==> src/rtl/dff_share_arbiter.sv <==
// Round-robin arbiter sharing one WIDTH-bit register between N requesters.
// Ports: clk, reset (sync, active-high); req[N], wdata[N*WIDTH] in;
// grant[N], ack[N], busy, owner[IDXW], q[WIDTH], qb[WIDTH] out.
module dff_share_arbiter #(
  parameter int unsigned N     = 4,
  parameter int unsigned WIDTH = 8,
  parameter int unsigned IDXW  = 2
) (
  input  logic               clk,
  input  logic               reset,
  input  logic [N-1:0]       req,
  input  logic [N*WIDTH-1:0] wdata,
  output logic [N-1:0]       grant,
  output logic [N-1:0]       ack,
  output logic               busy,
  output logic [IDXW-1:0]    owner,
  output logic [WIDTH-1:0]   q,
  output logic [WIDTH-1:0]   qb
);

  typedef enum logic [1:0] {
    IDLE,
    LOAD,
    ACK
  } state_t;

  state_t            state;
  state_t            state_nxt;
  logic [IDXW-1:0]   ptr;
  logic [IDXW-1:0]   winner;
  logic [IDXW-1:0]   pick_idx;
  logic              pick_valid;
  logic [WIDTH-1:0]  win_data;

  // (base + off) mod N, valid for base < N and off <= N.
  function automatic logic [IDXW-1:0] wrap_add(input logic [IDXW-1:0] base,
                                               input int unsigned     off);
    int unsigned s;
    s = 32'(base) + off;
    if (s >= N) s = s - N;
    return IDXW'(s);
  endfunction

  // First set request scanning upward from ptr with wrap.
  always_comb begin
    pick_valid = 1'b0;
    pick_idx   = '0;
    for (int unsigned off = 0; off < N; off++) begin
      if (!pick_valid && req[wrap_add(ptr, off)]) begin
        pick_valid = 1'b1;
        pick_idx   = wrap_add(ptr, off);
      end
    end
  end

  // wdata slice is taken from the registered winner, so it is sampled at the LOAD edge.
  always_comb begin
    win_data = '0;
    for (int unsigned i = 0; i < N; i++) begin
      if (winner == IDXW'(i)) win_data = wdata[i*WIDTH +: WIDTH];
    end
  end

  always_ff @(posedge clk) begin
    if (reset) state <= IDLE;
    else       state <= state_nxt;
  end

  always_comb begin
    state_nxt = state;
    case (state)
      IDLE:    if (pick_valid) state_nxt = LOAD;
      LOAD:    state_nxt = ACK;
      ACK:     state_nxt = IDLE;
      default: state_nxt = IDLE;
    endcase
  end

  always_comb begin
    busy = (state == LOAD) || (state == ACK);
    ack  = (state == ACK) ? grant : '0;
  end

  always_ff @(posedge clk) begin
    if (reset) begin
      ptr    <= '0;
      winner <= '0;
      grant  <= '0;
      owner  <= '0;
      q      <= '0;
    end else begin
      case (state)
        IDLE: begin
          if (pick_valid) begin
            winner <= pick_idx;
            grant  <= N'(1) << pick_idx;
          end
        end
        LOAD: begin
          q     <= win_data;
          owner <= winner;
        end
        ACK: begin
          ptr   <= wrap_add(winner, 1);
          grant <= '0;
        end
        default: ;
      endcase
    end
  end

  assign qb = ~q;

endmodule

==> config.mk <==
export PLATFORM = sky130hd
export DESIGN_NAME = dff_share_arbiter
export DESIGN_NICKNAME = d
export VERILOG_FILES = /design/src/rtl/dff_share_arbiter.sv
export SDC_FILE = /design/constraint.sdc
export NUM_CORES = 1
export LEC_CHECK = 0
export BUFFER_PORTS_ARGS = -buffer_cell sky130_fd_sc_hd__buf_4
export CORE_MARGIN = 8
export CORE_UTILIZATION = 48
export DETAILED_ROUTE_END_ITERATION = 16
export PLACE_DENSITY = 0.92
export SLEW_MARGIN = 0
export SYNTH_ARGS = -nofsm -noshare
export SYNTH_HDL_FRONTEND = slang
export SYNTH_SLANG_ARGS = --single-unit
==> constraint.sdc <==
create_clock -name clk -period 2.25 [get_ports clk]
set_input_delay 0.3375 -clock clk [delete_from_list [all_inputs] [get_ports clk]]
set_output_delay 0.3375 -clock clk [all_outputs]
set_load 0.01 [all_outputs]
Word level (Yosys, flattened, before mapping)
Cells that the tools add are included.
- output and inout bits: 27
- bits of input ports: 38
- flip-flop bits (word level): 20
- equal/unequal tests: 6
- magnitude comparators: 9
- muxes and demuxes: 30
- bitwise logic cells: 1
- add/subtract/negate cells: 9
- reduce and logical (&&, ||, !) cells: 12
- shifts and indexed selects: 1
- operator list (cell ; number):
    two-way mux 8 bit ; 4
    two-way mux 2 bit ; 10
    greater-or-equal comparator 3 bit (second input constant) ; 4
    < comparator 2 x 3 -> 1 bit (second input constant) ; 4
    subtractor 2 x 1 -> 2 bit (second input constant) ; 5
    binary-select mux 1 bit (select 2 bit) ; 4
    two-way mux 1 bit ; 8
    two-way mux 4 bit ; 2
    NOT 8 bit ; 1
    case mux 4 bit (2 select lines) ; 1
    adder 2 x 1 -> 3 bit (second input constant) ; 2
    adder 2 x 2 -> 3 bit (second input constant) ; 2
    == test 2 bit (second input constant) ; 3
    == test 2 x 1 -> 1 bit (second input constant) ; 2
    zero test 2 bit ; 2
    case mux 2 bit (2 select lines) ; 1
    AND reduction 2 bit ; 2
    left shift 1 x 2 -> 4 bit (first input constant) ; 1
    greater-or-equal comparator 2 x 3 -> 1 bit (second input constant) ; 1
    logical AND 1 bit ; 3
    zero test 1 bit ; 3
    != test 2 bit (second input constant) ; 1
    nonzero test 2 bit ; 1
    logical OR 1 bit ; 1

Logic depth before layout (Yosys ltp)
Gate-level depths: netlist of run 1.
- depth in word-level cells: 17
- depth in mapped cells: 7
- gate-level depth less buffers: 6

Worst setup path before layout of run 1
No wires, ideal clock.
- path kind: reg-to-reg
- from: register winner[1]
- to: register q[4]
- setup slack: 0.706 ns
- cell stages (with the launch flop): 8
- buffers on the path: 1
- arrival time: 1.466 ns
- data required time: 2.172 ns
- cells stage by stage: dfxtp_1 -> inv_1 -> ha_1 -> buf_2 -> nor2b_4 -> a221oi_1 -> o311a_1 -> nor3_1
- word-level cells in the longest chain between the ends: 5
- elaborated cells on any way between the ends: 8
- those cells by class: 3 x eq/ne; 4 x mux; 1 x reduce/logical
- RTL lines (what ; line ; source):
    from (decl) ; 30 ; logic [IDXW-1:0] winner;
    from (signal assigned) ; 95 ; winner <= pick_idx;
    zero test 2 bit ; 60 ; if (winner == IDXW'(i)) win_data = wdata[i*WIDTH +: WIDTH];
    two-way mux 8 bit (3 in series) ; 60 ;
    two-way mux 8 bit (*) ; 60 ;
    to (signal assigned) ; 100 ; q <= win_data;
    to (decl) ; 17 ; output logic [WIDTH-1:0] q,
Mark *: on every way between the ends. The rest lies on a longest branch, timed or not.
A chain may end at the register's enable or synchronous reset.

Worst setup path in the final report of run 1
- from: register state[0]
- to: output ack[0]
- word-level cells in the longest chain between the ends: 2
- RTL lines (what ; line ; source):
    from (decl) ; 27 ; state_t state;
    from (signal assigned) ; 66 ; else state <= state_nxt;
    == test 2 bit ; 81 ; ack = (state == ACK) ? grant : '0;
    two-way mux 4 bit ; 81 ;
    to (decl) ; 14 ; output logic [N-1:0] ack,
Every way passes these cells.

==> results.md, run 1 <==
* Status: completed
* Final setup vio count at 0
* Slowest-stage cell, CP: dfxtp_1
* Max-cap viol count at 0
* Die Footprint at 0.00454 mm²
* Max VDD drop at about 0.00044 V
* PwrDens at about 560 mW/mm²
* Flip-flop and latch count after synthesis at 20
* Worst-Margin Slew at just under 0.7 ns
* Kind of critical path: reg -> out
* Post-CTS sizing at 0
* Fin crit share at 81.7%
* Mean Syn Cell Area at between 8 and 9 µm²
* Antenna fix cells at 0
* Synth Flop Type: dfxtp_1
* TritonCTS Buffers at 3
* Pre-Repair DR Iteration Count at 4
* Chip Height at slightly below 70 µm
* Achievable Freq at 0.544 GHz
* Worst Hold Class: in -> reg
* Reg clk slew, reported paths at approximately 0.11 ns
* Layout Skew at roughly 0.0050 ns
* Area occupied by multi-input gates at 782 µm²
* CP startpoint: state[0]
* Critical path's largest stage delay at ~0.4 ns
* Ys Warns at 0
* HP Start: reset
* Async S/R FF share, synth at 0%
* Final Critical Period at around 1.8 ns
* Vias per cell at approximately 5.5
* TNS Setup at 0 ns
* Global-route wire length before repair at around 5.5 mm
* RSZ-0062 raised after global routing: no
* Post-synth EDFFs at 0
* Synth Cell Area at about 0.0013 mm²
* Number of remaining DRC errors at 0
* Max Slew Vio Count at 0
* Initial Utilization at approximately half
* Initial antenna violation count at 0
* Syn_nets at around 200
* Crit path capture type: output port
* Leak pwr at 0.830 nW
* Worst hold margin at roughly 0.37 ns
* CP Cell Sequence: inv_1 > ha_1 > and2_1 > buf_4
* Worst rel slew slack at 55.0%
* Antenna-violating nets left at 0
* # rows at 18
* R2r startpoint: winner[1]
* Die W at slightly below 70 µm
* # nets final at about 260
* Layout cell share with drive strength beyond 1 at 35.7%
* Post-DP HPWL at about 3 mm
* Fillers at slightly below 200
* Cells after Synth at approximately 150
* CTS H-Tree Depth at 1
* Core area at 0.00250 mm²
* Largest net degree at the start of global routing at 25
* PortBufs at 64
* Worst-skew pair later-pin latency at 0.30 ns
* IO Pins at 65
* Pwr Total at 992 µW
* Total congestion overflow at 0
* Final Non-Filler Cells at 240
* Vias at about 1,300
* Post-layout util at between 70 and 80%
* DRT Wirelength at roughly 3.6 mm
* CTS tree: built
* Total Routing Usage GR at 15.2%
* WL per Instance at about 15 µm
* Placed cells at approximately 240
* Vias in the first global route at around 1,200
* Library cells used by synthesis at 32
* Sequential-to-total area share from yosys stat at 31.6%
* Clk buf depth at 2
* Startpoint class of the critical path: flip-flop
* Setup Buffers After CTS at 0
* Final Hold Violating Endpoints at 0
* Register area at between 400 and 500 µm²
* Initial DRC count at around 150
* Worst Path Arrival at ~1.5 ns
* Critical path peak fanout at 8
* Area growth from synthesis to layout at 40.7%
* Clk sinks at 20
* Placer congestion estimate at between 0.9 and 1
* Hold Buf Count CTS at 0
* WP data required at ~1.9 ns
* Clock Tree Root: clkbuf_4
-- worst paths after layout --
path                 end  slack, ns  cells past startpoint
hold reg to reg     q[5]       0.50                      2
hold / removal    ptr[1]       0.37                      2
setup / recovery  ack[0]       0.41                      4
setup reg to reg    q[2]       0.51                      6
-- worst max-delay path, delay by kind of cell (launching register included) --
family        cells  cell delay [ns]
flops             1             0.40
buf+inv           2             0.24
simple gates      1             0.22
fa+ha+maj         1             0.34
-- final cells by class --
class                      instances  share of cell area, %
clock buffer                       4                   2.03
inverter                          13                   2.73
multi-input combinational        109                   43.8
sequential                        20                   22.4
tap                               30                   2.10
timing repair buffer              64                   26.9
-- flip-flops by register name, indices dropped and copies added, names as in the netlist --
| register | count |
|---|---|
| grant | 4 |
| owner | 2 |
| ptr | 2 |
| q | 8 |
| state | 2 |
| winner | 2 |
-- power breakdown --
| group | switching [mW] | internal, mW |
|---|---|---|
| combinational | 0.172 | 0.193 |
| clock | 0.112 | 0.0988 |
| sequential | 0.0283 | 0.388 |
| total | 0.313 | 0.679 |
-- cells by family (layout without fill, tap and decap cells) --
family                     count (synthesis)  in the layout  synth area share (%)
and+or+nand+nor                           64             64                  27.2
AOI/OAI and AO/OA                         29             29                  19.0
buffers and inverters                     22             81                  6.80
DFF                                       20             20                  31.6
adders and majority gates                  9              9                  8.88
muxes                                      7              7                  6.51
-- stage by stage --
step	instance area (µm²)	worst slack, ns
floorplan	1270	0.706
finish	1790	0.412
global route	1790	0.315
detailed placement	1750	0.518
global placement	1750	0.599
CTS	1790	0.395
-- synth_stat cells, types with 2 or more instances --
cell type / count / share of area, %
dfxtp_1: 20 / 32
nor2_1: 18 / 5.3
inv_1: 13 / 3.8
nor2b_1: 13 / 6.4
nand2_1: 12 / 3.6
ha_1: 9 / 8.9
a221oi_1: 7 / 4.8
nor3_1: 7 / 2.8
o311a_1: 7 / 5.5
mux2i_1: 6 / 4.7
clkbuf_1: 5 / 1.5
and2_1: 4 / 2.0
a21oi_1: 3 / 1.2
buf_2: 3 / 1.2
nand3b_1: 3 / 1.8
a211oi_1: 2 / 1.2
a32o_1: 2 / 1.6
o21ai_0: 2 / 0.79
o41ai_1: 2 / 1.4
-- placed cells by master (no fill, tap or decap), types with 2 or more instances in the layout --
| master | Yosys | routed |
|---|---|---|
| clkbuf_4 | 0 | 3 |
| a211oi_1 | 2 | 2 |
| o21ai_0 | 2 | 2 |
| ha_1 | 9 | 9 |
| buf_4 | 0 | 64 |
| and2_1 | 4 | 4 |
| nor2b_1 | 13 | 13 |
| mux2i_1 | 6 | 6 |
| a21oi_1 | 3 | 3 |
| o311a_1 | 7 | 7 |
| nand2_1 | 12 | 12 |
| a221oi_1 | 7 | 7 |
| dfxtp_1 | 20 | 20 |
| o41ai_1 | 2 | 2 |
| nor2_1 | 18 | 18 |
| nor3_1 | 7 | 7 |
| a32o_1 | 2 | 2 |
| inv_1 | 13 | 13 |
| nand3b_1 | 3 | 3 |
-- routing by layer --
layer | part of all wire (%) | GRT usage, % | routed length [µm]
met4 | 1.3 | 6.27 | 48
met5 | 0 | 0 | 0
met2 | 44 | 24.4 | 1600
met1 | 40 | 18.0 | 1460
met3 | 14 | 5.46 | 509
Note: power is estimated with default switching activity, not from simulation.
==> run 2, diff against run 1 <==
CORE_UTILIZATION = 41   (was 48)
PLACE_DENSITY = 0.84   (was 0.92)
clock period = 1.5 ns   (was 2.25 ns; I/O delays follow)
==> run 2 against run 1 <==
  * Clock power rose by 20%
  * Hold slack got worse by 0.11 ns
  * First-iteration DRC count fell by 26%
  * Wire length rose by 4.3%
  * Cell count grew 6.3%
  * Sequential share of layout area fell by 2.3 points
  * Register-to-register slack got worse by 0.47 ns
  * Utilization fell by 3.8 points
  * Global-route usage decreased by 1.4 points
  * Power increased by 59%
  * Via count increased by 3.1%
  * Non-clock buffer count increased by 13
  * Critical endpoint is now q[0]
  * Largest power group is now combinational logic
  * Highest routed layer unchanged
==> results.md, run 2 (synthesis results as in run 1) <==
* PwrDens at 775 mW/mm² (was 556 mW/mm²)
* Pwr Total at 1.57 mW (was 992 µW)
* Final Non-Filler Cells at 255 (was 240)
* Worst Hold Class: in -> reg (unchanged)
* Placed cells at 248 (was 236)
* Cell family contributing the most delay on the critical path: flip-flops (unchanged)
* IO Pins at 65 (unchanged)
* Layout Skew at 0.0137 ns (was 0.00504 ns)
* Worst Path Arrival at 1.69 ns (was 1.50 ns)
* Pre-Repair DR Iteration Count at 6 (was 4)
* Commonest non-fill, non-tap cells in the layout: 75 x buf_4, 18 x nor2_1, 16 x dfxtp_1 (was 64 x buf_4, 20 x dfxtp_1, 18 x nor2_1)
* Number of remaining DRC errors at 0 (unchanged)
* Top flop regs: q x8, grant x4 (unchanged)
* Status: completed (unchanged)
* Initial antenna violation count at 0 (unchanged)
* CTS H-Tree Depth at 1 (unchanged)
* Initial Utilization at 42.3% (was 50.8%)
* Fin crit share at 97.4%
* PortBufs at 64 (unchanged)
* R2r startpoint: winner[0] (was winner[1])
* HP Start: reset (unchanged)
* Clk sinks at 20 (unchanged)
* CTS tree: built (unchanged)
* Layout cell share with drive strength beyond 1 at 50.0% (was 35.7%)
* Area growth from synthesis to layout at 60.0% (was 40.7%)
* Vias per cell at 5.30 (was 5.46)
* Final Hold Violating Endpoints at 0 (unchanged)
* Slowest-stage cell, CP: dfxtp_4 (was dfxtp_1)
* WP data required at 1.73 ns (was 1.91 ns)
* Global-route wire length before repair at 5.91 mm (was 5.49 mm)
* Final Critical Period at 1.46 ns
* Total congestion overflow at 0 (unchanged)
* Vias at 1,351 (was 1,310)
* Clock Tree Root: clkbuf_4 (unchanged)
* Chip Height at 71.6 µm (was 67.4 µm)
* CP Cell Sequence: inv_4 > ha_4 > nor2b_4 > buf_12 > a221oi_2 > o311a_1 > nor3_1 (was inv_1 > ha_1 > and2_1 > buf_4)
* Largest register FFs at 8 (unchanged)
* Largest Register: q (unchanged)
* Reg-to-reg slack, setup at 0.04 ns (was 0.51 ns)
* Max VDD drop at 0.000624 V (was 0.000436 V)
* Initial DRC count at 109 (was 148)
* # nets final at 271 (was 258)
* Worst rel slew slack at 70.0% (was 55.0%)
* Critical R2R Capture: q[0] (was q[2])
* Reg clk slew, reported paths at 0.12 ns (was 0.11 ns)
* Max-cap viol count at 0 (unchanged)
* DRT Wirelength at 3.78 mm (was 3.62 mm)
* Fillers at 247 (was 195)
* Critical path's largest stage delay at 0.38 ns (was 0.40 ns)
* Total Routing Usage GR at 13.8% (was 15.2%)
* R2r worst-path depth at 7 (was 6)
* Vias in the first global route at 1,374 (was 1,217)
* Final setup vio count at 0 (unchanged)
* Worst Hold Depth at 2 (unchanged)
* WL per Instance at 14.8 µm (was 15.1 µm)
* Critical path peak fanout at 7 (was 8)
* Antenna fix cells at 0 (unchanged)
* Core area at 0.00300 mm² (was 0.00250 mm²)
* Placer congestion estimate at 0.752 (was 0.904)
* # rows at 20 (was 18)
* Die Footprint at 0.00513 mm² (was 0.00454 mm²)
* Crit path capture type: flip-flop (was output port)
* Worst Hold Endpoint: ptr[0] (was ptr[1])
* Leak pwr at 0.916 nW (was 0.830 nW)
* Startpoint class of the critical path: flip-flop (unchanged)
* Most common cell after layout, fill and taps aside: buf_4 (unchanged)
* Worst-Margin Slew at 0.448 ns (was 0.675 ns)
* Antenna-violating nets left at 0 (unchanged)
* Post-DP HPWL at 2.79 mm (was 2.93 mm)
* Achievable Freq at approximately 0.68 GHz
* Worst-skew pair later-pin latency at 0.30 ns (about the same)
* Kind of critical path: reg -> reg (was reg -> out)
* Max Slew Vio Count at 0 (unchanged)
* Clk buf depth at 2 (unchanged)
* Largest net degree at the start of global routing at 25 (unchanged)
* WP buf/inv at 2 (unchanged)
* Post-layout util at 67.6% (was 71.4%)
* TritonCTS Buffers at 3 (unchanged)
* Die W at 71.6 µm (was 67.4 µm)
-- run 2: cell types whose count changed in the layout (fill, tap and decap cells not counted), moves of 3 or more --
cell      before  now
nor3_2         0    3
nor3_1         7    4
ha_4           0    4
inv_1         13   10
dfxtp_2        0    3
a221oi_1       7    0
dfxtp_1       20   16
a221oi_2       0    7
buf_4         64   75
ha_1           9    3
-- run 2: through the flow --
step / hold slack [ns] / setup TNS [ns] / worst slack, ns / cell area, µm²
global route: 0.267 / -0.0207 / -0.0131 / 2030
global placement: 0.479 / -0.0262 / -0.0205 / 1830
finish: 0.268 / 0 / 0.0394 / 2030
floorplan: 0.329 / 0 / 0.00937 / 1270
CTS: 0.258 / 0 / 0.00122 / 1890
detailed placement: 0.488 / -0.461 / -0.0862 / 1830
-- run 2: worst reg2reg max path: stages, from the launching register on --
cell	delay (ns)
dfxtp_4	0.38
inv_4	0.08
ha_4	0.13
nor2b_4	0.15
buf_12	0.14
a221oi_2	0.06
o311a_1	0.30
nor3_1	0.17
-- run 2: worst max path at each step --
stage,cells past startpoint,startpoint,to,slack (ns)
2_1_floorplan,7,winner[1],q[4],0.009
3_3_place_gp,5,winner[0],q[4],-0.02
3_5_place_dp,5,winner[0],q[5],-0.09
4_1_cts,6,winner[0],q[7],0.001
5_1_grt,7,winner[0],q[0],-0.01
6_report,7,winner[0],q[0],0.04
-- run 2: final cells by class --
type / count / area, µm² / area share [%]
flip-flops and latches: 20 / 408 / 20.1
multi-input cells: 109 / 903 / 44.5
repair buffers: 77 / 603 / 29.7
well taps: 33 / 41.3 / 2.03
inverters: 13 / 51.3 / 2.53
clock buffers: 3 / 22.5 / 1.11
-- run 2: timing repair --
item	in CTS	in global routing
hold buffers	0	0
endpoints found under the hold margin	0	0
setup endpoints to repair	11	15
pin swaps	1	12
resized for setup	8	21
buffers inserted	1	3
cloned	0	0
-- run 2: report_power, final --
group / leakage, nW / switching [mW] / total, mW / internal [mW]
Combinational: 0.737 / 0.315 / 0.693 / 0.378
Clock: 0.0138 / 0.160 / 0.254 / 0.0935
Sequential: 0.166 / 0.0428 / 0.626 / 0.583
Total: 0.916 / 0.518 / 1.57 / 1.06
-- run 2: layer usage --
layer	wire length (µm)	track usage, %
met5	0	0
met4	27	3.40
met3	347	5.02
met2	1910	24.4
met1	1490	15.0
==> run 3, diff against run 2 <==
SETUP_SLACK_MARGIN = 0.1   (was default)
==> run 3 against run 2 <==
  * Via count rose by 2.7%
  * Clock power rose by 29%
  * Final area rose by 4.1%
  * Combinational power is 7.1% higher
  * Largest power group unchanged
  * Setup slack got worse by 0.0064 ns
==> results.md, run 3 (synthesis results as in run 1) <==
* Initial Utilization at 42.3% (unchanged)
* Vias in the first global route at 1,390 (was 1,374)
* Design area at 0.00211 mm² (was 0.00203 mm²)
* Crit path depth at 7 (unchanged)
* Post-DP HPWL at 2.74 mm (was 2.79 mm)
* Status: completed (unchanged)
* Layout cell share with drive strength beyond 1 at 54.4% (was 50.0%)
* Leak pwr at 0.950 nW (was 0.916 nW)
* Final Critical Period at 1.47 ns (was 1.46 ns)
* Critical path's largest stage delay at 0.39 ns (was 0.38 ns)
* Largest net degree at the start of global routing at 25 (unchanged)
* Area after DPL at 0.00181 mm² (was 0.00183 mm²)
* Worst-skew pair later-pin latency at 0.31 ns (was 0.30 ns)
* Clock Tree Root: clkbuf_4 (unchanged)
* # nets final at 276 (was 271)
* Die Footprint at 0.00513 mm² (unchanged)
* Core area at 0.00300 mm² (unchanged)
* Crit path capture type: flip-flop (unchanged)
* Worst rel slew slack at 76.8% (was 70.0%)
* Clk sinks at 20 (unchanged)
* Commonest non-fill, non-tap cells in the layout: 75 x buf_4, 18 x nor2_1, 16 x dfxtp_1 (unchanged)
* Routed wl met2 at 2.06 mm (was 1.91 mm)
* Sw frac at 32.9% (about the same)
* Pre-CTS setup slack at -0.0847 ns (was -0.0862 ns)
* Worst Path Arrival at 1.72 ns (was 1.69 ns)
* IO Pins at 65 (unchanged)
* CTS tree: built (unchanged)
* Worst-Margin Slew at 0.346 ns (was 0.448 ns)
* Reg-to-reg slack, setup at 0.03 ns (was 0.04 ns)
* Top flop regs: q x8, grant x4 (unchanged)
* CP startpoint: winner[1] (was winner[0])
* Layout Skew at 0.00294 ns (was 0.0137 ns)
* Pwr Total at 1.70 mW (was 1.57 mW)
* Comb pwr share at 43.7% (was 44.1%)
* WP data required at 1.75 ns (was 1.73 ns)
* Final Hold Violating Endpoints at 0 (unchanged)
* Antenna-violating nets left at 0 (unchanged)
* PortBufs at 64 (unchanged)
* Final setup vio count at 0 (unchanged)
* Power Internal at 1.14 mW (was 1.06 mW)
* PwrDens at 802 mW/mm² (was 775 mW/mm²)
* Startpoint class of the critical path: flip-flop (unchanged)
* Total Routing Usage GR at 15.1% (was 13.8%)
* Kind of critical path: reg -> reg (unchanged)
* Largest Register: q (unchanged)
* Critical path peak fanout at 3 (was 7)
* Initial antenna violation count at 0 (unchanged)
* DRT Wirelength at 4.16 mm (was 3.78 mm)
* CP Cell Sequence: inv_4 > ha_2 > nor2b_4 > buf_6 > a221oi_2 > o311a_1 > nor3_2 (was inv_4 > ha_4 > nor2b_4 > buf_12 > a221oi_2 > o311a_1 > nor3_1)
* Fin crit share at 97.8% (was 97.4%)
* Area growth from synthesis to layout at 66.6% (was 60.0%)
* Achievable Freq at 0.682 GHz (was 0.685 GHz)
* Reg clk slew, reported paths at 0.12 ns (about the same)
* Max VDD drop at 0.000546 V (was 0.000624 V)
* Critical R2R Capture: q[2] (was q[0])
* Total congestion overflow at 0 (unchanged)
* Clk buf depth at 2 (unchanged)
* # rows at 20 (unchanged)
* TritonCTS Buffers at 3 (unchanged)
* WP buf/inv at 2 (unchanged)
* PnR worst setup slack at 0.0330 ns (was 0.0394 ns)
* R2r startpoint: winner[1] (was winner[0])
* Final Non-Filler Cells at 261 (was 255)
* Max Used Layer: met4 (unchanged)
* Vias at 1,387 (was 1,351)
* Critical path endpoint: q[2] (was q[0])
* Pre-Repair DR Iteration Count at 4 (was 6)
* Metal3 WL at 324 µm (was 347 µm)
* Number of remaining DRC errors at 0 (unchanged)
* Placer congestion estimate at 0.772 (was 0.752)
* R2r worst-path depth at 7 (unchanged)
* Global-route wire length before repair at 6.43 mm (was 5.91 mm)
* Die W at 71.6 µm (unchanged)
* Worst Hold Class: in -> reg (unchanged)
* Most common cell after layout, fill and taps aside: buf_4 (unchanged)
* RSZ-0062 raised after global routing: yes
* Switching Power at 557 µW (was 518 µW)
* Wire length on met1 at 1.72 mm (was 1.49 mm)
* Worst hold margin at 0.270 ns (was 0.268 ns)
* Chip Height at 71.6 µm (unchanged)
* CTS H-Tree Depth at 1 (unchanged)
* Sequential share of power at 37.0% (was 39.8%)
* WL per Instance at 16.0 µm (was 14.8 µm)
* Max Slew Vio Count at 0 (unchanged)
* Antenna fix cells at 0 (unchanged)
* Vias per cell at 5.31 (was 5.30)
* Initial DRC count at 74 (was 109)
* Slowest-stage cell, CP: dfxtp_4 (unchanged)
* Max-cap viol count at 0 (unchanged)
* Clk network pwr share at 19.3% (was 16.1%)
* Cell family contributing the most delay on the critical path: flip-flops (unchanged)
* Placed cells at 245 (was 248)
* Largest register FFs at 8 (unchanged)
## run 3: worst min-delay path by stage
stage	end	start	cells past startpoint	slack (ns)
after floorplan	grant[1]	reset	1	0.33
after global placement	q[5]	q[5]	2	0.48
after detailed placement	q[2]	q[2]	2	0.48
after CTS	ptr[1]	reset	2	0.25
after global routing	owner[1]	reset	2	0.27
final	ptr[0]	reset	2	0.27
## run 3: layout make-up
type,instances,area [µm²]
sequential,20,413
inverter,13,61.3
multi-input combinational,109,920
tap,33,41.3
clock buffer,4,36.3
timing repair buffer,82,642
fill,228,890
## run 3: power groups by stage
stage                     sequential, mW  clock [mW]  combinational (mW)
final                              0.628       0.327               0.742
after detailed placement           0.633           0               0.578
after floorplan                    0.646           0               0.307
after global placement             0.633           0               0.568
after global routing               0.636       0.356               0.796
after CTS                          0.622       0.332               0.678
## run 3: per-layer routing
layer  GRT usage (%)  vias to the layer above
met1            17.7                      643
met4            6.58                        0
met3            4.46                        4
li1                -                      684
met5               0                        -
met2            24.9                       56
## run 3: metrics by stage
stage	util (%)	TNS (ns)
finish	70.4	0
global route	70.4	-0.0915
CTS	66.8	0
detailed placement	60.3	-0.350
global placement	60.3	0
floorplan	-	0
## run 3: repair_timing
| action | 4_1_cts | 5_1_grt |
|---|---|---|
| gates resized for setup | 24 | 21 |
| endpoints found under the setup margin | 15 | 17 |
| hold buffers | 0 | 0 |
| buffers inserted | 8 | 4 |
| pin swaps | 11 | 15 |
